## src/rtl/mem_access.sv

```systemverilog
// Load/store unit for LW/SW and multi-register LM/SM transfers.
// One memory request per cycle; upstream holds its inputs while busy is high.
module mem_access (
    input  logic        clk,
    input  logic        reset,
    input  logic        inValid,
    input  logic [2:0]  op,
    input  logic [15:0] addr,
    input  logic [15:0] storeData,
    input  logic [7:0]  regMask,
    output logic [2:0]  smRegIdx,
    input  logic [15:0] smRegData,
    output logic [15:0] memAddr,
    output logic [15:0] memWData,
    output logic        memRead,
    output logic        memWrite,
    input  logic        memReady,
    input  logic [15:0] memRData,
    output logic [15:0] MemData,
    output logic        outValid,
    output logic        lmWrite,
    output logic [2:0]  lmRegIdx,
    output logic        busy
);
    localparam logic [2:0] OP_NONE = 3'd0;
    localparam logic [2:0] OP_LW   = 3'd1;
    localparam logic [2:0] OP_SW   = 3'd2;
    localparam logic [2:0] OP_LM   = 3'd3;
    localparam logic [2:0] OP_SM   = 3'd4;

    typedef enum logic [1:0] {IDLE, SINGLE, MULTI} state_t;

    state_t      r_state;
    state_t      w_next;
    logic [2:0]  r_op;
    logic [15:0] r_addr;
    logic [15:0] r_sdata;
    logic [7:0]  r_mask;
    logic [15:0] r_cnt;
    logic [15:0] r_memdata;
    logic        r_outvalid;
    logic        r_lmwrite;
    logic [2:0]  r_lmidx;

    logic [2:0]  w_op_in;
    logic [2:0]  w_cur;
    logic [7:0]  w_mask_nxt;
    logic        w_mask_in_zero;

    // Unknown opcodes collapse to none so they complete like a no-op.
    assign w_op_in        = (op > OP_SM) ? OP_NONE : op;
    assign w_mask_in_zero = (regMask == 8'd0);

    // Lowest set bit of the remaining mask is the register served this cycle.
    always_comb begin
        w_cur = 3'd0;
        for (int i = 7; i >= 0; i--) begin
            if (r_mask[i]) w_cur = 3'(i);
        end
    end

    assign w_mask_nxt = r_mask & ~(8'd1 << w_cur);

    assign busy     = (r_state != IDLE);
    assign MemData  = r_memdata;
    assign outValid = r_outvalid;
    assign lmWrite  = r_lmwrite;
    assign lmRegIdx = r_lmidx;

    always_ff @(posedge clk or posedge reset) begin
        if (reset) r_state <= IDLE;
        else       r_state <= w_next;
    end

    // Strobes depend only on state and latched op; memReady only steers w_next.
    always_comb begin
        w_next   = r_state;
        memAddr  = 16'd0;
        memWData = 16'd0;
        memRead  = 1'b0;
        memWrite = 1'b0;
        smRegIdx = 3'd0;
        case (r_state)
            IDLE: begin
                if (inValid) begin
                    if (w_op_in == OP_LW || w_op_in == OP_SW)
                        w_next = SINGLE;
                    else if ((w_op_in == OP_LM || w_op_in == OP_SM) && !w_mask_in_zero)
                        w_next = MULTI;
                end
            end
            SINGLE: begin
                memAddr  = r_addr;
                memRead  = (r_op == OP_LW);
                memWrite = (r_op == OP_SW);
                if (r_op == OP_SW) memWData = r_sdata;
                if (memReady) w_next = IDLE;
            end
            MULTI: begin
                memAddr  = r_addr + r_cnt;
                memRead  = (r_op == OP_LM);
                memWrite = (r_op == OP_SM);
                if (r_op == OP_SM) begin
                    smRegIdx = w_cur;
                    memWData = smRegData;
                end
                if (memReady && w_mask_nxt == 8'd0) w_next = IDLE;
            end
            default: w_next = IDLE;
        endcase
    end

    always_ff @(posedge clk or posedge reset) begin
        if (reset) begin
            r_op       <= OP_NONE;
            r_addr     <= 16'd0;
            r_sdata    <= 16'd0;
            r_mask     <= 8'd0;
            r_cnt      <= 16'd0;
            r_memdata  <= 16'd0;
            r_outvalid <= 1'b0;
            r_lmwrite  <= 1'b0;
            r_lmidx    <= 3'd0;
        end else begin
            r_outvalid <= 1'b0;
            r_lmwrite  <= 1'b0;
            case (r_state)
                IDLE: begin
                    if (inValid) begin
                        r_op    <= w_op_in;
                        r_addr  <= addr;
                        r_sdata <= storeData;
                        r_mask  <= regMask;
                        r_cnt   <= 16'd0;
                        if (w_op_in == OP_NONE ||
                            ((w_op_in == OP_LM || w_op_in == OP_SM) && w_mask_in_zero))
                            r_outvalid <= 1'b1;
                    end
                end
                SINGLE: begin
                    if (memReady) begin
                        if (r_op == OP_LW) r_memdata <= memRData;
                        r_outvalid <= 1'b1;
                    end
                end
                MULTI: begin
                    if (memReady) begin
                        r_mask <= w_mask_nxt;
                        r_cnt  <= r_cnt + 16'd1;
                        if (r_op == OP_LM) begin
                            r_memdata <= memRData;
                            r_lmidx   <= w_cur;
                            r_lmwrite <= 1'b1;
                        end
                        if (w_mask_nxt == 8'd0) r_outvalid <= 1'b1;
                    end
                end
                default: ;
            endcase
        end
    end
endmodule

```

## config.mk

```make
export PLATFORM = sky130hd
export DESIGN_NAME = mem_access
export DESIGN_NICKNAME = d
export VERILOG_FILES = /design/src/rtl/mem_access.sv
export SDC_FILE = /design/constraint.sdc
export NUM_CORES = 1
export LEC_CHECK = 0
export CAP_MARGIN = 20
export CORE_AREA = 2 2 131 133
export DETAILED_ROUTE_END_ITERATION = 10
export DIE_AREA = 0 0 133 135
export SETUP_SLACK_MARGIN = 0.1
export SKIP_CTS_REPAIR_TIMING = 1
export SLEW_MARGIN = 20
export SYNTH_ARGS = -nofsm -noshare
export SYNTH_HDL_FRONTEND = slang
export SYNTH_SLANG_ARGS = --single-unit
export TNS_END_PERCENT = 30
```

## constraint.sdc

```tcl
create_clock -name clk -period 6.9 [get_ports clk]
set_clock_uncertainty 0.2 [all_clocks]
set_input_delay 1.725 -clock clk [delete_from_list [all_inputs] [get_ports clk]]
set_output_delay 1.725 -clock clk [all_outputs]
set_load 0.05 [all_outputs]
```

==> impl_metrics.tcl, run 1 <==
set metrics [dict create \
    fin_crit_ps 5540 \
    ys_seq_area_share_pct 42.0 \
    arrival_ps 3610 \
    gr-total-overflow 0 \
    hpwl_mm 9.87 \
    clockPowerShare_pct 18.6 \
    finalCritPeriodShare_pct 80.2 \
    pwr-share-comb_pct 50.9 \
    synth_nets 578 \
    mostFrequentLayoutCell "clkdlybuf4s50_1" \
    rsz0062_at_grt "no" \
    ys_ff_latch 82 \
    grt_start_max_net_pins 67 \
    drc 0 \
    portBuffers 137 \
    place_area_sq_mm 0.00647 \
    area_delta_synth_final_pct 38.7 \
    via_per_inst 4.89 \
    leakage_uw 0.00284 \
    firstDrtPassIters 4 \
    synth_flop_cell "dfrtp_1" \
    hp-class "flip-flop to flip-flop" \
    start_util_pct 29.8 \
    grt_pass1_wl_mm 21.5 \
    cts_sinks 82 \
    grt_pass1_vias 4095 \
    tns_ps 0 \
    ant_nets 0 \
    power_density_mw_per_mm2 393 \
    syn_inst 478 \
    drt-total-wl_mm 13.5 \
    layout_setup_ws_ps 1360 \
    clock-root-buffer "clkbuf_16" \
    h-tree-depth 3 \
    coreArea_sq_mm 0.0164 \
    total_power_uw 2660 \
    diodes 0 \
    synth_edf_count 0 \
    seq_power_share_pct 30.5 \
    layout_common_cells "137 x clkdlybuf4s50_1, 82 x dfrtp_1, 52 x mux2_2, 43 x nand2_1, 28 x nor2b_1" \
    tightest_slew_ps 899 \
    slew_headroom_pct 40.1 \
    required_ps 4970 \
    drv_cap 0 \
    drt_iter0_drc 187 \
    detail_route.wl_per_cell_um 16.2 \
    drv_slew 0 \
    synth_area_per_cell_sq_um 10.2 \
    cts_tree "done" \
    criticalPathCategory "flip-flop to output pin" \
    synth_cell_types 59 \
    die_w_um 133 \
    dpl_worst_slack_ps 1730 \
    end_kind "output pin" \
    die-area_sq_mm 0.0180 \
    switching_share_pct 44.5 \
    status "complete, no violations" \
    design_area_sq_mm 0.00677 \
    drive_gt1_share_pct 14.5 \
    synth_area_sq_mm 0.00488 \
    rows 47 \
    ir_worst_vdd_v 0.000206 \
    finalSetupViolations 0 \
    grtUsageTotal_pct 15.2 \
    cts_buffers 9 \
    clockBufferDepth 2 \
    power.internal_uw 1480 \
    nets 709 \
    path_max_fanout 6 \
    gp_congestion 0.844 \
    io_pins 138 \
    clock_latency_ps 360 \
    ys_warn_count 0 \
    p_sw_uw 1180 \
    via_count 4075 \
    max_clock_freq_mhz 181 \
    crit_path_start_kind "flip-flop" \
    hold_viol_final 0 \
    antenna_found_initial 0 \
    die_h_um 135 \
    path_clk_slew_ps 70 \
    async_flop_share_pct 100 \
]
[routing by layer]
metal  up-vias  track usage, %  routed length (um)
li1       1984               -                   -
met1      1988            19.2                6010
met2        93            25.6                6660
met3        10            4.92                 745
met4         0            3.29                  96
met5         -               0                   0
[path summary, 6_finish.rpt]
check	to	from	cells past startpoint	slack, ps
max	memAddr[13]	r_cnt[2]$_DFFE_PP0P_	8	1360
min	MemData[2]$_DFFE_PP0P_	MemData[2]$_DFFE_PP0P_	1	310
max reg2reg	r_cnt[12]$_DFFE_PP0P_	r_state[0]$_DFFE_PP0P_	9	4220
min reg2reg	MemData[2]$_DFFE_PP0P_	MemData[2]$_DFFE_PP0P_	1	310
max in group asynchronous	r_addr[7]$_DFFE_PP0P_	reset	3	3900
min in group asynchronous	MemData[11]$_DFFE_PP0P_	reset	2	1420
[worst max-delay path, stage by stage, from the launching register on]
cell,delay (ps)
dfrtp_1,450
ha_1,360
and3_1,200
a2bb2oi_1,330
a21boi_0,250
o41ai_1,510
a21o_1,190
a32o_1,170
clkdlybuf4s50_1,800
[cells by family after synthesis]
family / Yosys count / share of synthesized area (%)
AO/OA/AOI/OAI: 113 / 16.2
XOR/XNOR: 23 / 4.12
adder cells (fa/ha/maj): 23 / 5.97
buffers and inverters: 37 / 3.59
flip-flops: 82 / 42.0
multiplexers: 56 / 12.9
AND/OR/NAND/NOR: 144 / 15.2
[power groups by stage]
stage	Clock, uW	Combinational, uW	Sequential [uW]
2_1_floorplan	0	861	902
3_3_place_gp	0	1340	809
3_5_place_dp	0	1360	816
4_1_cts	509	1360	809
5_1_grt	531	1460	833
6_report	495	1350	811
[stage by stage]
| stage | hold WS, ps | instances | utilization [%] |
|---|---|---|---|
| floorplan | 280 | 478 | - |
| global placement | 290 | 818 | 39.4 |
| detailed placement | 294 | 818 | 39.4 |
| CTS | 311 | 834 | 41.3 |
| global route | 333 | 834 | 41.3 |
| finish | 308 | 834 | 41.3 |
[registers in the layout, summed over array words and instances (netlist names), 2 cells and up]
register / cells
lmRegIdx: 3
r_sdata: 16
r_mask: 8
MemData: 16
r_state: 2
r_op: 3
r_cnt: 16
r_addr: 16
[synth_stat cells, types with 4 or more instances]
library cell,count,share of area [%]
a211oi_1,4,0.61
a21o_1,7,1.1
a21oi_1,16,1.6
a22o_1,7,1.3
a22oi_1,23,3.5
and2_1,6,0.77
and3_1,6,0.77
clkbuf_1,19,1.5
dfrtp_1,82,42
ha_1,20,5.1
inv_1,13,1.0
mux2_2,52,12
nand2_1,43,3.3
nand3_1,5,0.51
nand4_1,5,0.64
nor2_1,26,2.0
nor2b_1,28,3.6
nor3_1,5,0.51
o21a_1,5,0.77
o21ai_0,22,2.3
o21bai_1,4,0.61
or3_1,4,0.51
xnor2_1,9,1.6
xor2_1,14,2.5
[cell type report]
class | count | area, sq um
timing repair buffer | 144 | 1420
clock buffer | 9 | 225
inverter | 13 | 50.0
sequential | 82 | 2050
multi-input combinational | 359 | 2670
fill | 1569 | 9630
clock inverter | 7 | 78.8
tap | 220 | 275
(Power assumes the default switching activity.)
==> run 2, diff against run 1 <==
- clock period: 6.9 -> 5.3 ns (I/O delays scaled with it)
==> run 2 against run 1 <==
  * Die area is the same
  * Sequential power grew 29%
  * Via count is 0.69% higher
  * Largest cell class unchanged
  * Power up 33%
==> impl_metrics.tcl, run 2 (synthesis results as in run 1) <==
set metrics [dict create \
    status "complete, no violations" \
    worstSetupPathDepth 9 \
    switching_share_pct 42.8 \
    crit_slowest_cell "clkdlybuf4s50_1" \
    p_sw_uw 1510 \
    drc 0 \
    grtUsageTotal_pct 15.4 \
    nets 712 \
    cts_tree "done" \
    antenna_found_initial 0 \
    rsz0062_at_grt "yes" \
    diodes 0 \
    max_clock_freq_mhz 197 \
    h-tree-depth 3 \
    grt_pass1_wl_mm 21.8 \
    criticalPathCategory "flip-flop to output pin" \
    layout_common_cells "136 x clkdlybuf4s50_1, 82 x dfrtp_1, 52 x mux2_2, 43 x nand2_1, 28 x nor2b_1" \
    min_path_cells 1 \
    seq_power_share_pct 29.8 \
    slew_headroom_pct 40.0 \
    clock_latency_ps 340 \
    rows 47 \
    start_util_pct 29.8 \
    holdCritStartpoint "MemData[9]$_DFFE_PP0P_" \
    finalCritPeriodShare_pct 95.5 \
    required_ps 3770 \
    gp_congestion 0.861 \
    drt-total-wl_mm 13.5 \
    via_per_inst 4.90 \
    path_max_fanout 5 \
    tns_ps 0 \
    hp-class "flip-flop to flip-flop" \
    io_pins 138 \
    clock-root-buffer "clkbuf_16" \
    detail_route.wl_per_cell_um 16.1 \
    rr_worst_depth 9 \
    grt_start_max_net_pins 31 \
    hold_viol_final 0 \
    drt_iter0_drc 198 \
    area_delta_synth_final_pct 39.7 \
    ir_worst_vdd_v 0.000235 \
    arrival_ps 3540 \
    rr_startpoint "r_state[0]$_DFFE_PP0P_" \
    cts_buffers 9 \
    power.internal_uw 2020 \
    pwr-share-comb_pct 50.5 \
    clockPowerShare_pct 19.7 \
    dpl_worst_slack_ps 602 \
    drive_gt1_share_pct 14.9 \
    crit_path_start_kind "flip-flop" \
    die-area_sq_mm 0.0180 \
    die_h_um 135 \
    ff2ff_setup_slack_ps 2310 \
    min_to "MemData[9]$_DFFE_PP0P_" \
    gr-total-overflow 0 \
    grt_pass1_vias 4232 \
    fin_util_pct 41.6 \
    hpwl_mm 10.3 \
    die_w_um 133 \
    crit_chain "ha_1 > fa_1 > a21o_1 > a21oi_1 > o21a_1 > o21ai_0 > nand4_1 > or3b_2 > clkdlybuf4s50_1" \
    firstDrtPassIters 4 \
    clockBufferDepth 2 \
    path_clk_slew_ps 60 \
    leakage_uw 0.00287 \
    coreArea_sq_mm 0.0164 \
    tightest_slew_ps 898 \
    via_count 4103 \
    critical-path-top-delay-family "compound AO/OA/AOI/OAI gates" \
    drv_slew 0 \
    ant_nets 0 \
    worstReg2RegEnd "r_cnt[14]$_DFFE_PP0P_" \
    max_stage_delay_ps 720 \
    power_density_mw_per_mm2 517 \
    finalSetupViolations 0 \
    cp_num_buf_inv 1 \
    end_kind "output pin" \
    cts_sinks 82 \
    fin_crit_ps 5060 \
    portBuffers 137 \
    mostFrequentLayoutCell "clkdlybuf4s50_1" \
    drv_cap 0 \
    layout_setup_ws_ps 236 \
]
run 2: area by class of cell:
class                      instances  area [sq um]
clock buffer                       9           225
clock inverter                     7           101
fill                            1582          9590
inverter                          13          50.0
multi-input combinational        359          2670
sequential                        82          2050
tap                              220           275
timing repair buffer             147          1450
run 2: power by group through the flow:
stage,clock network [uW],logic [uW],registers [uW]
2_1_floorplan,0,1120,1170
3_3_place_gp,0,1770,1050
5_1_grt,740,1930,1090
6_report,696,1780,1050
4_1_cts,714,1800,1050
3_5_place_dp,0,1790,1060
run 2: per-stage QoR:
| step | total power [uW] | cells | hold WS (ps) | cell area [sq um] |
|---|---|---|---|---|
| 2_1_floorplan | 2300 | 478 | 280 | 4880 |
| 3_3_place_gp | 2820 | 821 | 291 | 6490 |
| 3_5_place_dp | 2850 | 821 | 294 | 6490 |
| 4_1_cts | 3560 | 837 | 309 | 6820 |
| 5_1_grt | 3760 | 837 | 330 | 6820 |
| 6_report | 3520 | 837 | 303 | 6820 |
run 2: worst register-to-register path, cell delays in order, from the launching register on:
cell and delay [ps]:
dfrtp_1 420, inv_1 100, ha_1 520, buf_4 300, mux2_2 200, and2_1 440, nand4_1 300, nor2b_1 200
xnor2_1 140, nor2_1 60
run 2: layer usage:
metal	global-route usage (%)	share of wire, %	vias to the layer above
li1	-	-	1996
met1	19.0	44	1992
met2	25.9	49	104
met3	5.44	6.1	11
met4	3.46	0.85	0
met5	0	0	-
run 2: worst max path at each step:
stage	startpoint	endpoint	slack, ps
final	r_cnt[0]$_DFFE_PP0P_	memAddr[12]	240
after global routing	r_cnt[0]$_DFFE_PP0P_	memAddr[12]	80
after CTS	r_cnt[2]$_DFFE_PP0P_	memAddr[13]	210
after detailed placement	r_cnt[2]$_DFFE_PP0P_	memAddr[13]	600
after global placement	r_cnt[2]$_DFFE_PP0P_	memAddr[13]	640
after floorplan	r_cnt[0]$_DFFE_PP0P_	memAddr[10]	810
